**src/rtl/clock_time_controller_if.sv**
```systemverilog
// clock_time_controller_if: tick/button inputs and time/display outputs of the time controller.
interface clock_time_controller_if #(parameter int W = 6);
  logic         tick;
  logic         btn_mode;
  logic         btn_inc;
  logic [W-1:0] sec;
  logic [W-1:0] min;
  logic [W-1:0] hour;
  logic [1:0]   mode;
  logic         blank_sec;
  logic         blank_min;
  logic         blank_hour;
  logic         min_carry;
  logic         hour_carry;
  logic         day_wrap;
  modport master (
    output tick, btn_mode, btn_inc,
    input  sec, min, hour, mode, blank_sec, blank_min, blank_hour, min_carry, hour_carry, day_wrap
  );
  modport slave (
    input  tick, btn_mode, btn_inc,
    output sec, min, hour, mode, blank_sec, blank_min, blank_hour, min_carry, hour_carry, day_wrap
  );
endinterface

```
**src/rtl/clock_time_controller.sv**
```systemverilog
// clock_time_controller: HH:MM:SS timekeeping with same-edge carries and a button-driven set mode
// whose selected field blinks on the tick.
module clock_time_controller #(
  parameter int W        = 6,
  parameter int SEC_MAX  = 59,
  parameter int MIN_MAX  = 59,
  parameter int HOUR_MAX = 23
) (
  input logic                    clk,
  input logic                    rst,
  clock_time_controller_if.slave bus
);
  typedef enum logic [1:0] {RUN, SET_HOUR, SET_MIN, SET_SEC} state_t;
  localparam logic [W-1:0] S_MAX = W'(SEC_MAX);
  localparam logic [W-1:0] M_MAX = W'(MIN_MAX);
  localparam logic [W-1:0] H_MAX = W'(HOUR_MAX);
  state_t       state_q, state_d;
  logic [W-1:0] sec_q, sec_d, min_q, min_d, hour_q, hour_d;
  logic         blink_q, blink_d;
  logic [2:0]   blank_q, blank_d;
  logic [2:0]   carry_q, carry_d;
  logic         s_wrap, m_wrap, h_wrap, edit;
  assign s_wrap = sec_q == S_MAX;
  assign m_wrap = min_q == M_MAX;
  assign h_wrap = hour_q == H_MAX;
  // a mode press in the same cycle swallows the edit
  assign edit   = bus.btn_inc && !bus.btn_mode;
  always_comb begin
    state_d = state_q;
    sec_d   = sec_q;
    min_d   = min_q;
    hour_d  = hour_q;
    blink_d = blink_q;
    carry_d = '0;
    case (state_q)
      RUN: if (bus.tick) begin
        sec_d      = s_wrap ? '0 : sec_q + W'(1);
        carry_d[0] = s_wrap;
        carry_d[1] = s_wrap && m_wrap;
        carry_d[2] = s_wrap && m_wrap && h_wrap;
        min_d      = s_wrap ? (m_wrap ? '0 : min_q + W'(1)) : min_q;
        hour_d     = (s_wrap && m_wrap) ? (h_wrap ? '0 : hour_q + W'(1)) : hour_q;
      end
      SET_HOUR: hour_d = edit ? (h_wrap ? '0 : hour_q + W'(1)) : hour_q;
      SET_MIN:  min_d  = edit ? (m_wrap ? '0 : min_q + W'(1)) : min_q;
      default:  sec_d  = edit ? '0 : sec_q;
    endcase
    // entering any state restarts the blink visible
    state_d = bus.btn_mode ? state_t'(state_q + 2'd1) : state_q;
    blink_d = bus.btn_mode ? 1'b0 : (state_q != RUN && bus.tick) ? ~blink_q : blink_q;
    blank_d = {state_d == SET_HOUR && blink_d, state_d == SET_MIN && blink_d, state_d == SET_SEC && blink_d};
  end
  always_ff @(posedge clk or negedge rst) begin
    if (!rst) begin
      state_q <= RUN;
      sec_q   <= '0;
      min_q   <= '0;
      hour_q  <= '0;
      blink_q <= 1'b0;
      blank_q <= '0;
      carry_q <= '0;
    end else begin
      state_q <= state_d;
      sec_q   <= sec_d;
      min_q   <= min_d;
      hour_q  <= hour_d;
      blink_q <= blink_d;
      blank_q <= blank_d;
      carry_q <= carry_d;
    end
  end
  assign bus.sec        = sec_q;
  assign bus.min        = min_q;
  assign bus.hour       = hour_q;
  assign bus.mode       = state_q;
  assign bus.blank_hour = blank_q[2];
  assign bus.blank_min  = blank_q[1];
  assign bus.blank_sec  = blank_q[0];
  assign bus.min_carry  = carry_q[0];
  assign bus.hour_carry = carry_q[1];
  assign bus.day_wrap   = carry_q[2];
endmodule

```
**src/flat_wrapper.sv**
```systemverilog
// flat-port wrapper written by rule: the top's interface ports become plain ports
module clock_time_controller_flat 
#(
  parameter int W        = 6,
  parameter int SEC_MAX  = 59,
  parameter int MIN_MAX  = 59,
  parameter int HOUR_MAX = 23
)
  (clk, rst, bus_tick, bus_btn_mode, bus_btn_inc, bus_sec, bus_min, bus_hour, bus_mode, bus_blank_sec, bus_blank_min, bus_blank_hour, bus_min_carry, bus_hour_carry, bus_day_wrap);
  clock_time_controller_if #(.W(W)) bus_i ();
  input logic clk;
  input logic rst;
  input wire logic [$bits(bus_i.tick)-1:0] bus_tick;
  input wire logic [$bits(bus_i.btn_mode)-1:0] bus_btn_mode;
  input wire logic [$bits(bus_i.btn_inc)-1:0] bus_btn_inc;
  output wire logic [$bits(bus_i.sec)-1:0] bus_sec;
  output wire logic [$bits(bus_i.min)-1:0] bus_min;
  output wire logic [$bits(bus_i.hour)-1:0] bus_hour;
  output wire logic [$bits(bus_i.mode)-1:0] bus_mode;
  output wire logic [$bits(bus_i.blank_sec)-1:0] bus_blank_sec;
  output wire logic [$bits(bus_i.blank_min)-1:0] bus_blank_min;
  output wire logic [$bits(bus_i.blank_hour)-1:0] bus_blank_hour;
  output wire logic [$bits(bus_i.min_carry)-1:0] bus_min_carry;
  output wire logic [$bits(bus_i.hour_carry)-1:0] bus_hour_carry;
  output wire logic [$bits(bus_i.day_wrap)-1:0] bus_day_wrap;
  assign bus_i.tick = bus_tick;
  assign bus_i.btn_mode = bus_btn_mode;
  assign bus_i.btn_inc = bus_btn_inc;
  assign bus_sec = bus_i.sec;
  assign bus_min = bus_i.min;
  assign bus_hour = bus_i.hour;
  assign bus_mode = bus_i.mode;
  assign bus_blank_sec = bus_i.blank_sec;
  assign bus_blank_min = bus_i.blank_min;
  assign bus_blank_hour = bus_i.blank_hour;
  assign bus_min_carry = bus_i.min_carry;
  assign bus_hour_carry = bus_i.hour_carry;
  assign bus_day_wrap = bus_i.day_wrap;
  clock_time_controller #(.W(W), .SEC_MAX(SEC_MAX), .MIN_MAX(MIN_MAX), .HOUR_MAX(HOUR_MAX)) u_core (.clk(clk), .rst(rst), .bus(bus_i));
endmodule
```
**config.mk**
```make
export PLATFORM = sky130hd
export DESIGN_NAME = clock_time_controller_flat
export DESIGN_NICKNAME = d
export VERILOG_FILES = /design/src/rtl/clock_time_controller_if.sv /design/src/rtl/clock_time_controller.sv /design/src/flat_wrapper.sv
export SDC_FILE = /design/constraint.sdc
export NUM_CORES = 1
export LEC_CHECK = 0
export ABC_AREA = 1
export CORE_MARGIN = 2
export CORE_UTILIZATION = 33
export CTS_CLUSTER_DIAMETER = 60
export DETAILED_ROUTE_END_ITERATION = 10
export GPL_TIMING_DRIVEN = 0
export PLACE_DENSITY = 0.55
export SLEW_MARGIN = 10
export SYNTH_ARGS = -nofsm -noshare
export SYNTH_HDL_FRONTEND = slang
export SYNTH_SLANG_ARGS = --single-unit
```
**constraint.sdc**
```tcl
create_clock -name clk -period 1.4 [get_ports clk]
set_input_delay 0.14 -clock clk [delete_from_list [all_inputs] [get_ports clk]]
set_output_delay 0.14 -clock clk [all_outputs]
set_load 0.03 [all_outputs]
```
==> results.cfg <==
[run_status]
outcome = finished, violations left
violations = negative setup slack

[placed_design]
io_buffers = 30
gp_congestion = 0.780
dp_hpwl_um = 2300

[critical_path]
crit_type = reg2reg
cp.depth = 8
cp-end-kind = flip-flop
worstReg2RegEnd = u_core.bus.min[3]$_DFFE_PN0P_
cp_slowest_cell = dfrtp_2
worst-path-buf-inv = 3
critPathTopFamily = flip-flops
reg2regPathDepth = 8
r2r_start = u_core.bus.mode[0]$_DFF_PN0_
required_ps = 1600
startpoint_type = flip-flop
crit_chain = inv_4 -> buf_4 -> ha_1 -> a21boi_1 -> a21oi_4 -> buf_6 -> nand2_2 -> o21ai_1
reg2reg_setup_slack_ps = -70
critPathMaxFanout = 5
arrival_ps = 1670
slowest_delay_ps = 430

[job]
cap_violations = 0

[sta]
slew_headroom_pct = 59.6
finalHoldViolCount = 0
slew_violations = 0
setup_viol = 17
fin_skew_ps = 2.75
finalCriticalPeriod_ps = 1470
grt_setup_unrepaired = yes
post-route-period-util_pct = 105
whs_ps = 415
worst_pin_slew_ps = 606
max_clock_freq_mhz = 678
timing.final.ws_setup_ps = -74.3

[floorplanning]
core_sq_mm = 0.00438
start_util_pct = 34.5
ios = 31
chipHeight_um = 71.7
row_count = 24
die_area_sq_mm = 0.00514
fp.dieW_um = 71.7

[layout]
final_common_cell = nand2_1
seqCellArea_sq_um = 684
multiInputGateArea_sq_um = 898
final_layout_size_suffix_gt1_share_pct = 30.1
fillers = 436
nets = 258
antenna_cells = 0
area_growth_pct = 49.2
layout_common_cells = nand2_1 (47), dlygate4sd2_1 (26), inv_1 (22)

[synthesis]
yosys-top-cells-area = dfrtp_1 (45%), nand2_1 (14%), nand3_1 (7.3%), inv_1 (6.7%), ha_1 (5.0%)
netlist_area_sq_mm = 0.00151
ys_async_sr_fraction_pct = 100
ys_types = 24
synth-seq-cells = 27
netlist_instances = 193
syn-num-nets = 204
ys_seq_area_share_pct = 44.7
synth_top_cell_by_area = dfrtp_1
synth_edf_count = 0
synth_ff_type = dfrtp_1
yosysWarnings = 0
syn_avg_cell_area_sq_um = 7.84
synth_top_area_share_pct = 44.7

[power_and_ir_drop]
p_leak_uw = 0.00116
combPwrFrac_pct = 59.9
power_switching_uw = 1870
switching_share_pct = 45.7
powerDensity_mw_per_mm2 = 1810
ir_worst_vdd_uv = 1040
intPower_uw = 2220
pwr-share-clk_pct = 10.6
sequentialPowerShare_pct = 29.5
power_uw = 4090

[cts]
clk_pin_slew_ps = 90
cts_buffers = 3
clk_latency_ps = 270
clockBufferDepth = 2
h-tree-depth = 1
cts_sinks = 27
cts_tree = done
cts_root_buf = clkbuf_8

[grt]
grt_max_degree = 28
grt_overflow = 0
grt_pass1_vias = 1297
grt_usage_pct = 14.1
grt_pass1_wl_um = 5800
antenna_found_initial = 0

[detailed_routing]
totalWireLength_um = 3450
wl_per_cell_um = 11.6
dr.pass1.iters = 4
via_per_inst = 4.70
remaining_drc_errors = 0
ant_nets = 0
drtIter0Drc = 57
via_count = 1400

[worst_hold_path]
hold_path.class = in2async
## worst max-delay path by stage
| stage | start | endpoint | slack (ps) |
|---|---|---|---|
| final | u_core.bus.mode[0]$_DFF_PN0_ | u_core.bus.min[3]$_DFFE_PN0P_ | -70 |
| after global routing | u_core.bus.mode[0]$_DFF_PN0_ | u_core.bus.min[3]$_DFFE_PN0P_ | -170 |
| after CTS | u_core.bus.mode[0]$_DFF_PN0_ | u_core.bus.min[3]$_DFFE_PN0P_ | -60 |
| after detailed placement | u_core.bus.mode[0]$_DFF_PN0_ | u_core.bus.min[1]$_DFFE_PN0P_ | -250 |
| after global placement | rst | u_core.bus.mode[1]$_DFF_PN0_ | -380 |
| after floorplan | u_core.bus.mode[0]$_DFF_PN0_ | u_core.bus.min[5]$_DFFE_PN0P_ | -140 |
## metal layers
layer  wire (um)  track usage [%]  up-vias
li1            -                -      724
met1        1600             18.4      647
met2        1680             23.9       27
met3         139             3.66        2
met4          27             2.52        0
met5           0                0        -
## registers in the layout (all words and copies together), names as in the netlist
signal	count
u_core.bus.hour	6
u_core.bus.min	6
u_core.bus.sec	6
u_core.blank_q	3
u_core.carry_q	3
u_core.bus.mode	2
u_core.blink_q	1
## power by group through the flow
| stage | combinational, uW | clock (uW) | sequential (uW) |
|---|---|---|---|
| after floorplan | 917 | 0 | 1500 |
| after global placement | 1810 | 0 | 1200 |
| after detailed placement | 1810 | 0 | 1200 |
| after CTS | 2040 | 464 | 1190 |
| after global routing | 2670 | 507 | 1240 |
| final | 2450 | 433 | 1210 |
## synthesized netlist by cell type (2+ instances only)
library cell and n:
a21oi_1 2, dfrtp_1 27, ha_1 6, inv_1 27
nand2_1 55, nand3_1 22, nand4_1 5, nor2_1 19
nor2_4 2, nor3_1 3, o21ai_0 8, xor2_1 5
## layout make-up
type	instances	area share (%)
clock buffer	4	2.00
multi-input combinational	137	39.8
tap	52	2.88
sequential	27	30.3
inverter	28	5.21
timing repair buffer	50	19.8
## repair_timing
| item | in CTS | in global routing |
|---|---|---|
| gates resized for setup | 50 | 27 |
| setup buffers | 13 | 6 |
| hold buffers | 1 | 0 |
| endpoints found under the setup margin | 44 | 21 |
| hold endpoints to repair | 27 | 0 |
| pin swaps | 5 | 13 |
| gates cloned | 0 | 0 |
## stage by stage
stage / setup WS, ps / TNS, ps / cells / util, % / area [sq um]
6_report: -74.3 / -593 / 298 / 51.5 / 2260
5_1_grt: -167 / -2230 / 298 / 51.5 / 2260
4_1_cts: -60.7 / -283 / 292 / 47.8 / 2100
3_5_place_dp: -250 / -2920 / 275 / 43.4 / 1900
3_3_place_gp: -376 / -10840 / 275 / 43.5 / 1910
2_1_floorplan: -140 / -1400 / 193 / - / 1540
## cell families after synthesis
| logic type | Yosys count | share of synthesized area, % |
|---|---|---|
| compound gates | 14 | 5.96 |
| xor+xnor | 6 | 3.47 |
| fa+ha+maj | 6 | 4.96 |
| buf+inv | 29 | 7.69 |
| flops | 27 | 44.7 |
| simple gates | 111 | 33.3 |
No activity file was read; power rests on OpenSTA's default activity.
==> patch, RTL diff (same settings) <==
`MIN_MAX` is set to 59 in 2 places; all go to 44.
--- a/src/rtl/clock_time_controller.sv
+++ b/src/rtl/clock_time_controller.sv
@@ -5,3 +5,3 @@
   parameter int SEC_MAX  = 59,
-  parameter int MIN_MAX  = 59,
+  parameter int MIN_MAX  = 44,
   parameter int HOUR_MAX = 23
--- a/src/flat_wrapper.sv
+++ b/src/flat_wrapper.sv
@@ -5,3 +5,3 @@
   parameter int SEC_MAX  = 59,
-  parameter int MIN_MAX  = 59,
+  parameter int MIN_MAX  = 44,
   parameter int HOUR_MAX = 23
Behaviour: no difference found for any inputs over 10 cycles, from zero or initial values and one cycle with rst low; that may be too few to reach the edited logic, so the function may still have changed.
==> patch against the unedited design <==
- worst hold slack got worse by 11 ps
- sequential cell count did not move
- wire length is 1.7% higher
- sequential share of layout area down 1.0 points
- via count grew 0.79%
- count of clock-buffer cells in the layout did not move
- synthesized area rose by 3.6%
- fmax is 5.4% higher
- worst setup slack improved by 75 ps
- power rose by 8.2%
- final area rose by 3.2%
- non-clock buffer count up 9
- critical endpoint is now u_core.bus.min[5]$_DFFE_PN0P_
- largest cell class unchanged
==> patch: results (changes against the unedited design) <==
Status: finished, final reports clean
M2 GR Usage: 21.92% (-1.9 points)
Top layer in use: met4
GPL Wtd Cong: 0.7880 (+0.97%)
Nets: 262 (+1.6%)
Met1 WL: 1706 microns (+6.8%)
Met3 wire length: 92 microns (-34%)
Synth cell types: 31 (+29%)
All-Layer GR Usage: 13.72% (-0.39 points)
Post-synth net total: 200 (-2.0%)
Detailed placement HPWL: 2241 microns (-2.5%)
Antenna diodes: 0 (unchanged)
Initial antenna violation count: 0 (unchanged)
Pleak: 1.153 nW (-0.20%)
Max-slew headroom: 59.14% (-0.47 points)
Largest net degree at the start of global routing: 28 (unchanged)
Synth top cells by count: nand2_1 (48), dfrtp_1 (27), nand3_1 (22)
CTS root buf: clkbuf_8
Max incr delay on CP: 450 ps (+20 ps)
Yosys warns: 0 (unchanged)
Final Routed Wirelength: 3504 microns (+1.7%)
First-pass DRT Iterations: 4 (unchanged)
CP max stage cell: dfrtp_2
Pre-CTS WS: -150.9 ps (+99.30 ps)
Synth top area cells: dfrtp_1 (43%), nand2_1 (12%), nand3_1 (7.0%)
First-pass GRT wire length: 5685 microns (-1.9%)
H-tree Lvls: 1 (unchanged)
Met2 wire len: 1656 microns (-1.5%)
Met3 Track Usage GR: 2.072% (-1.6 points)
Reg clk slew, reported paths: 100 ps
Worst vdd ir: 1.148 mV (+9.9%)
Worst skew pair latency: 270 ps (about the same)
Placed Instance Area: 1961 sq um (+3.2%)
Via density: 4.657 (-0.88%)
Layout fillers: 455 (+4.4%)
Layout cells sized above 1: 33.73% (+3.7 points)
CTS buffer count: 3 (unchanged)
First DRT Iteration DRCs: 46 (-19%)
Met1 usage: 18.77% (+0.35 points)
Vias in the first global route: 1273 (-1.9%)
WP data arrival: 1570 ps (-100 ps)
CP max FO: 5 (unchanged)
Synth Register Bits: 27 (unchanged)
Post-synth ARST share: 100.0% (unchanged)
Sequential cell area fraction in the yosys report: 43.13% (-1.5 points)
Clock Tree Buf Depth: 2 (unchanged)
IO Port Bufs: 30 (unchanged)
Final Skew: 4.304 ps (+1.551 ps)
Worst hold path class: input port to asynchronous set/reset pin
==> patch: cell count changes after synthesis, moves of 3 or more <==
cell / before / now
nor2_1: 19 / 10
nand2_1: 55 / 48
inv_1: 27 / 21
o21ai_0: 8 / 2
o21ai_2: 1 / 6
o21ai_1: 0 / 4
nand2_4: 0 / 3
==> patch: cell type report <==
class	count	area, sq um	share of cell area (%)
multi-input combinational	132	900.9	38.67
sequential	27	683.2	29.32
timing repair buffer	58	504.2	21.64
inverter	27	113.9	4.887
tap	54	67.56	2.900
clock buffer	4	45.04	1.933
buffer	1	15.01	0.6445
==> patch: stage by stage <==
stage | hold slack [ps] | instances
3_3_place_gp | 491.6 | 272
4_1_cts | 437.7 | 293
5_1_grt | 454.9 | 303
2_1_floorplan | -155.6 | 188
3_5_place_dp | 202.6 | 272
6_report | 403.9 | 303
==> patch: cells by family (layout without fill, tap and decap cells) <==
group	after synthesis	after routing	synth area share (%)
xor gates and xnor gates	5	5	2.796
AOI/OAI and AO/OA	17	17	7.508
DFF	27	27	43.13
adders and majority gates	7	7	5.591
and+or+nand+nor	103	103	33.07
buffers and inverters	29	90	7.907
==> patch: repair_timing <==
action                                  in CTS  in global routing
gates cloned                                 1                  0
hold buffers                                 1                  0
endpoints found under the setup margin      44                 24
gates resized for setup                     49                 14
setup buffers                               16                 10
pin swaps                                   10                  7
hold endpoints to repair                    27                  0
==> patch: path summary, 6_finish.rpt <==
| kind | start | end | slack, ps | cells after the start |
|---|---|---|---|---|
| max in group asynchronous | rst | u_core.bus.min[0]$_DFFE_PN0P_ | 560 | 2 |
| min in group clk | u_core.bus.hour[5]$_DFFE_PN0P_ | u_core.bus.hour[5]$_DFFE_PN0P_ | 520 | 2 |
| min | rst | u_core.bus.sec[3]$_DFFE_PN0P_ | 400 | 2 |
| min reg2reg | u_core.bus.hour[5]$_DFFE_PN0P_ | u_core.bus.hour[5]$_DFFE_PN0P_ | 520 | 2 |
| max | u_core.bus.mode[0]$_DFF_PN0_ | u_core.bus.min[5]$_DFFE_PN0P_ | 1 | 9 |
| max reg2reg | u_core.bus.mode[0]$_DFF_PN0_ | u_core.bus.min[5]$_DFFE_PN0P_ | 1 | 9 |
==> patch: power by group <==
part | internal, mW | switching [mW] | total [mW]
registers | 0.970 | 0.216 | 1.19
clock network | 0.204 | 0.251 | 0.455
logic | 1.25 | 1.53 | 2.78
==> patch: worst max-delay path, delay by kind of cell (launching register included) <==
kind / cells / cell delay, ps
AO/OA/AOI/OAI: 1 / 50
adder cells (fa/ha/maj): 1 / 130
flip-flops: 1 / 450
buffers and inverters: 3 / 330
AND/OR/NAND/NOR: 4 / 320
